<file path="config.mk">
export PLATFORM = sky130hd
export DESIGN_NAME = deserializer
export DESIGN_NICKNAME = d
export VERILOG_FILES = /design/src/rtl/deserializer.sv
export SDC_FILE = /design/constraint.sdc
export NUM_CORES = 1
export LEC_CHECK = 0
export ABC_AREA = 1
export CAP_MARGIN = 10
export CORE_MARGIN = 2
export CORE_UTILIZATION = 50
export CTS_CLUSTER_SIZE = 8
export DETAILED_ROUTE_END_ITERATION = 16
export GPL_ROUTABILITY_DRIVEN = 0
export GPL_TIMING_DRIVEN = 1
export PLACE_DENSITY_LB_ADDON = 0.3
export SLEW_MARGIN = 0
export SYNTH_ARGS = -nofsm -noshare
export SYNTH_HDL_FRONTEND = slang
export SYNTH_SLANG_ARGS = --single-unit
</file>
<file path="constraint.sdc">
create_clock -name clk_i -period 1.4 [get_ports clk_i]
set_input_delay 0.28 -clock clk_i [delete_from_list [all_inputs] [get_ports clk_i]]
set_output_delay 0.28 -clock clk_i [all_outputs]
set_load 0.01 [all_outputs]
</file>
<file path="src/rtl/deserializer.sv">
// deserializer: serial-to-parallel frame receiver with optional Hamming parity check.
// Revision 1.0 - initial release.
`default_nettype none

module deserializer #(
    parameter int DATA_WIDTH = 8,
    parameter int HAS_ECC    = 0
) (
    input  logic                  clk_i,
    input  logic                  rst_n_i,
    input  logic                  serial_in_i,
    input  logic                  enable_i,
    input  logic                  start_i,
    output logic [DATA_WIDTH-1:0] parallel_out_o,
    output logic                  valid_out_o,
    input  logic                  ready_i,
    output logic                  ecc_error_o,
    output logic                  overrun_o
);

    function automatic int f_code_bits(input int w);
        int r;
        r = 2;
        while ((1 << r) < (w + r + 1)) r = r + 1;
        return r;
    endfunction

    localparam int c_code_bits = f_code_bits(DATA_WIDTH);
    localparam int c_cnt_w     = $clog2(DATA_WIDTH + 1);
    localparam logic [DATA_WIDTH-1:0] c_one = DATA_WIDTH'(1);

    // Data bits occupy the non-power-of-two codeword positions, LSB first;
    // parity bit j covers every position whose index has bit j set.
    function automatic logic [DATA_WIDTH-1:0] f_mask(input int j);
        logic [DATA_WIDTH-1:0] m;
        int k;
        m = '0;
        k = 0;
        for (int pos = 1; pos <= DATA_WIDTH + c_code_bits; pos++) begin
            if ((pos & (pos - 1)) != 0) begin
                if ((((pos >> j) & 1) != 0) && (k < DATA_WIDTH)) m = m | (c_one << k);
                k = k + 1;
            end
        end
        return m;
    endfunction

    typedef enum logic [1:0] {
        S_IDLE   = 2'd0,
        S_DATA   = 2'd1,
        S_PARITY = 2'd2
    } state_t;

    state_t                  r_state;
    logic [c_cnt_w-1:0]      r_cnt;
    logic [DATA_WIDTH-1:0]   r_data;
    logic [c_code_bits-2:0]  r_par;
    logic                    r_enc_go;
    logic [c_code_bits-1:0]  r_enc_par;
    logic [DATA_WIDTH-1:0]   r_dout;
    logic                    r_valid;
    logic                    r_ecc;
    logic                    r_overrun;

    logic                    w_start;
    logic [DATA_WIDTH-1:0]   w_data_next;
    logic [c_code_bits-1:0]  w_par_next;
    logic [c_code_bits-1:0]  w_enc_calc;
    logic                    w_data_last;
    logic                    w_par_last;
    logic                    w_frame_done;
    logic [DATA_WIDTH-1:0]   w_frame_word;
    logic                    w_frame_err;
    logic                    w_can_load;

    for (genvar j = 0; j < c_code_bits; j++) begin : g_enc
        assign w_enc_calc[j] = ^(r_data & f_mask(j));
    end

    // The last parity bit is never stored; it is taken straight off the line.
    assign w_start      = enable_i && start_i;
    assign w_data_next  = {r_data[DATA_WIDTH-2:0], serial_in_i};
    assign w_par_next   = {r_par, serial_in_i};
    assign w_data_last  = (r_state == S_DATA) && enable_i && !start_i
                          && (r_cnt == c_cnt_w'(DATA_WIDTH - 1));
    assign w_par_last   = (r_state == S_PARITY) && enable_i && !start_i
                          && (r_cnt == c_cnt_w'(c_code_bits - 1));
    assign w_frame_done = (HAS_ECC != 0) ? w_par_last : w_data_last;
    assign w_frame_word = (HAS_ECC != 0) ? r_data : w_data_next;
    assign w_frame_err  = (HAS_ECC != 0) ? (w_par_next != r_enc_par) : 1'b0;
    assign w_can_load   = !r_valid || ready_i;

    always_ff @(posedge clk_i or negedge rst_n_i) begin
        if (!rst_n_i) begin
            r_state   <= S_IDLE;
            r_cnt     <= '0;
            r_data    <= '0;
            r_par     <= '0;
            r_enc_go  <= 1'b0;
            r_enc_par <= '0;
            r_dout    <= '0;
            r_valid   <= 1'b0;
            r_ecc     <= 1'b0;
            r_overrun <= 1'b0;
        end else begin
            r_overrun <= 1'b0;
            r_enc_go  <= 1'b0;
            if (r_enc_go) r_enc_par <= w_enc_calc;

            if (r_valid && ready_i) r_valid <= 1'b0;
            if (w_frame_done) begin
                if (w_can_load) begin
                    r_dout  <= w_frame_word;
                    r_ecc   <= w_frame_err;
                    r_valid <= 1'b1;
                end else begin
                    r_overrun <= 1'b1;
                end
            end

            case (r_state)
                S_IDLE: begin
                    if (w_start) begin
                        r_data  <= w_data_next;
                        r_cnt   <= c_cnt_w'(1);
                        r_state <= S_DATA;
                    end
                end
                S_DATA: begin
                    if (w_start) begin
                        r_data <= w_data_next;
                        r_cnt  <= c_cnt_w'(1);
                    end else if (enable_i) begin
                        r_data <= w_data_next;
                        if (w_data_last) begin
                            r_cnt <= '0;
                            if (HAS_ECC != 0) begin
                                r_state  <= S_PARITY;
                                r_enc_go <= 1'b1;
                            end else begin
                                r_state <= S_IDLE;
                            end
                        end else begin
                            r_cnt <= r_cnt + c_cnt_w'(1);
                        end
                    end
                end
                S_PARITY: begin
                    if (w_start) begin
                        r_data  <= w_data_next;
                        r_cnt   <= c_cnt_w'(1);
                        r_state <= S_DATA;
                    end else if (enable_i) begin
                        r_par <= w_par_next[c_code_bits-2:0];
                        if (w_par_last) begin
                            r_cnt   <= '0;
                            r_state <= S_IDLE;
                        end else begin
                            r_cnt <= r_cnt + c_cnt_w'(1);
                        end
                    end
                end
                default: begin
                    r_state <= S_IDLE;
                    r_cnt   <= '0;
                end
            endcase
        end
    end

    assign parallel_out_o = r_dout;
    assign valid_out_o    = r_valid;
    assign ecc_error_o    = r_ecc;
    assign overrun_o      = r_overrun;

endmodule

`default_nettype wire
</file>
==> impl_results.md <==
- Fill cell count: 170
- Detailed-route vias per instance: 4.84
- Post-CTS Setup Bufs: 0
- Routed Antenna Nets: 0
- Hold Fails Final Rpt: 0
- Asr flop ratio synth: 100%
- Clk_lat worst skew: 0.30 ns
- CP max stage delay: 0.40 ns
- Yosys warns: 0
- Total Power: 1.86 mW
- Sequential area share after synthesis: 55.9%
- Post-synth top area cell: dfrtp_1
- GRT Util Overall: 16.2%
- Die area: 0.00234 mm^2
- Num ports: 17
- DRT Pass-1 Iters: 4
- Int Pwr: 1.28 mW
- RSZ-0062 raised after global routing: false
- Final number of max-transition violations: 0
- Crit path capture type: flip-flop
- Mapped Nets: 113
- Cell Pwr Density: 1530 mW/mm^2
- Fin area: 0.00122 mm^2
- Part of the power in registers: 49.9%
- Syn Inst Count: 106
- H-tree levels: 1
- Nets: 135
- Crit start category: flip-flop
- Crit. Startpoint: r_cnt[1]$_DFFE_PN0P_
- First-pass GRT wire length: 2.99 mm
- Average size of a mapped cell: 9.29 um^2
- Number of synthesized register bits: 22
- Synth top area share: 55.9%
- Period Utilization, post-route: 92.0%
- Mapped cell area: 985 um^2
- Largest net degree at the start of global routing: 23
- Synth-to-Final Area Change: 23.8%
- Core footprint: 0.00190 mm^2
- Critical Path Slowest Stage Cell: dfrtp_1
- Psw: 0.580 mW
- Reg2reg start: r_cnt[1]$_DFFE_PN0P_
- Critical-path cell list: ha_1, nand2_2, nor2_4, nand3_2, nand2_1, nand2_1
- Cell variety after synth: 21
- CTS tree: yes
- Setup CP Type: reg -> reg
- Routed len/inst: 11.2 um
- Crit path required time: 1.60 ns
- Primary FF master, synth: dfrtp_1
- CTS Root Buffer Type: clkbuf_4
- Crit-path most repeated cell: nand2_1
- Fraction of power spent switching nets: 31.1%
- Maximum clock path buffer count: 2
- Initial DRC count: 13
- Vias: 746
- Antenna Diode Count: 0
- GRT Residual Overflow: 0
- Port Buf Inserts: 15
- Status: finished clean
- Worst Path Max Fanout: 8
- Post-synth EDFFs: 0
- FMAX: 776 MHz
- # Max-Cap Violations: 0
- Initial antenna violation count: 0
- Number of CTS-inserted buffers: 3
- Maximum vdd drop: 0.000991 V
- Clock transition at path regs: 0.12 ns
- Total Wirelength: 1.72 mm
- Drt drc: 0
- Hold crit path type: in -> async
- Starting Density: 51.8%
- Die height: 48.4 um
- Worst Path Arrival: 1.49 ns
- Share of layout cells above drive strength 1: 15.7%
- Area after DPL: 0.00118 mm^2
- Post-layout min period: 1.29 ns
- Clock power share: 25.5%
- Final worst setup slack: 0.112 ns
- Final setup fails: 0
- Synth area leaders: dfrtp_1 (56%), nand2_1 (14%), nand4_1 (5.7%)
- Num rows: 16
- Post-DP HPWL: 1.27 mm
- Die width: 48.4 um
- Clk sink count: 22
- DP Worst Slack: -0.0507 ns
- Power share of the combinational group: 24.6%
- Leak: 0.676 nW
- Vias in the first global route: 682
- Clk_skew: 0.00492 ns
-- worst paths after layout --
kind	to	slack [ns]	depth (start not counted)
hold / removal	parallel_out_o[2]$_DFFE_PN0P_	0.31	2
hold reg to reg	parallel_out_o[5]$_DFFE_PN0P_	0.48	2
setup reg to reg	parallel_out_o[6]$_DFFE_PN0P_	0.11	6
max in group asynchronous	r_data[1]$_DFFE_PN0P_	0.87	2
min in group clk_i	parallel_out_o[5]$_DFFE_PN0P_	0.48	2
setup / recovery	parallel_out_o[6]$_DFFE_PN0P_	0.11	6
-- power groups by stage --
stage                     clock network, mW  registers (mW)  logic [mW]
after CTS                             0.494           0.929       0.468
after global placement                    0           0.934       0.461
final                                 0.475           0.930       0.459
after global routing                  0.519           0.950       0.525
after detailed placement                  0           0.941       0.481
after floorplan                           0           0.931       0.301
-- state kept, by name (all words and copies together), names as in the netlist --
| signal | flops |
|---|---|
| r_data | 7 |
| valid_out_o | 1 |
| parallel_out_o | 8 |
| r_state | 1 |
| overrun_o | 1 |
| r_cnt | 4 |
-- kinds of logic after synthesis --
logic type	after synthesis	synth area share, %
AOI/OAI and AO/OA	10	5.34
xor gates and xnor gates	1	0.890
adders and majority gates	1	1.27
buffers and inverters	13	6.99
DFF	22	55.9
other	1	0.381
and+or+nand+nor	58	29.2
-- worst max-delay path, delay by kind of cell (launching register included) --
family        cells  cell delay [ns]
fa+ha+maj         1             0.22
flops             1             0.40
simple gates      5             0.57
-- synthesized netlist by cell type (2+ instances only) --
cell type	number
buf_6	2
dfrtp_1	22
inv_1	8
nand2_1	37
nand2_2	3
nand3_1	2
nand3_2	2
nand4_1	9
nor2_4	2
o21ai_0	5
o21ai_1	4
-- metrics by stage --
step	utilization [%]	TNS (ns)	std cells	hold WS (ns)
finish	64.1	0	154	0.314
global route	64.1	0	154	0.332
CTS	64.1	0	154	0.315
detailed placement	62.0	-0.416	150	0.459
global placement	62.0	-0.0902	150	0.453
floorplan	-	0	106	-0.0156
-- layer usage --
metal | GRT usage [%] | wire length, um | up-vias
met5 | 0 | 0 | -
met4 | 7.14 | 28 | 0
met3 | 3.40 | 58 | 4
met2 | 25.0 | 837 | 12
met1 | 22.3 | 798 | 350
li1 | - | - | 380
-- layout by cell type (no fill, tap or decap), drive strengths merged --
master,count
buf,6
bufinv,1
clkbuf,3
clkdlybuf4s50,5
conb,1
dfrtp,22
dlygate4sd2,10
ha,1
inv,9
nand2,41
nand3,4
nand4,9
nor2,4
o21ai,9
o21bai,1
xnor2,1
-- layout make-up --
type	count	area, um^2	share of cell area, %
Clock buffer	3	22.5	1.85
Clock inverter	1	30.0	2.46
Inverter	9	33.8	2.77
Multi-Input combinational cell	71	365	30.0
Sequential cell	22	551	45.2
Tap cell	27	33.8	2.77
Timing Repair Buffer	21	183	15.0
-- timing repair --
item                       4_1_cts  5_1_grt
hold buffers                     0        0
resized for setup               10        0
setup endpoints to repair       10        0
Power figures use the tool's default switching activity.
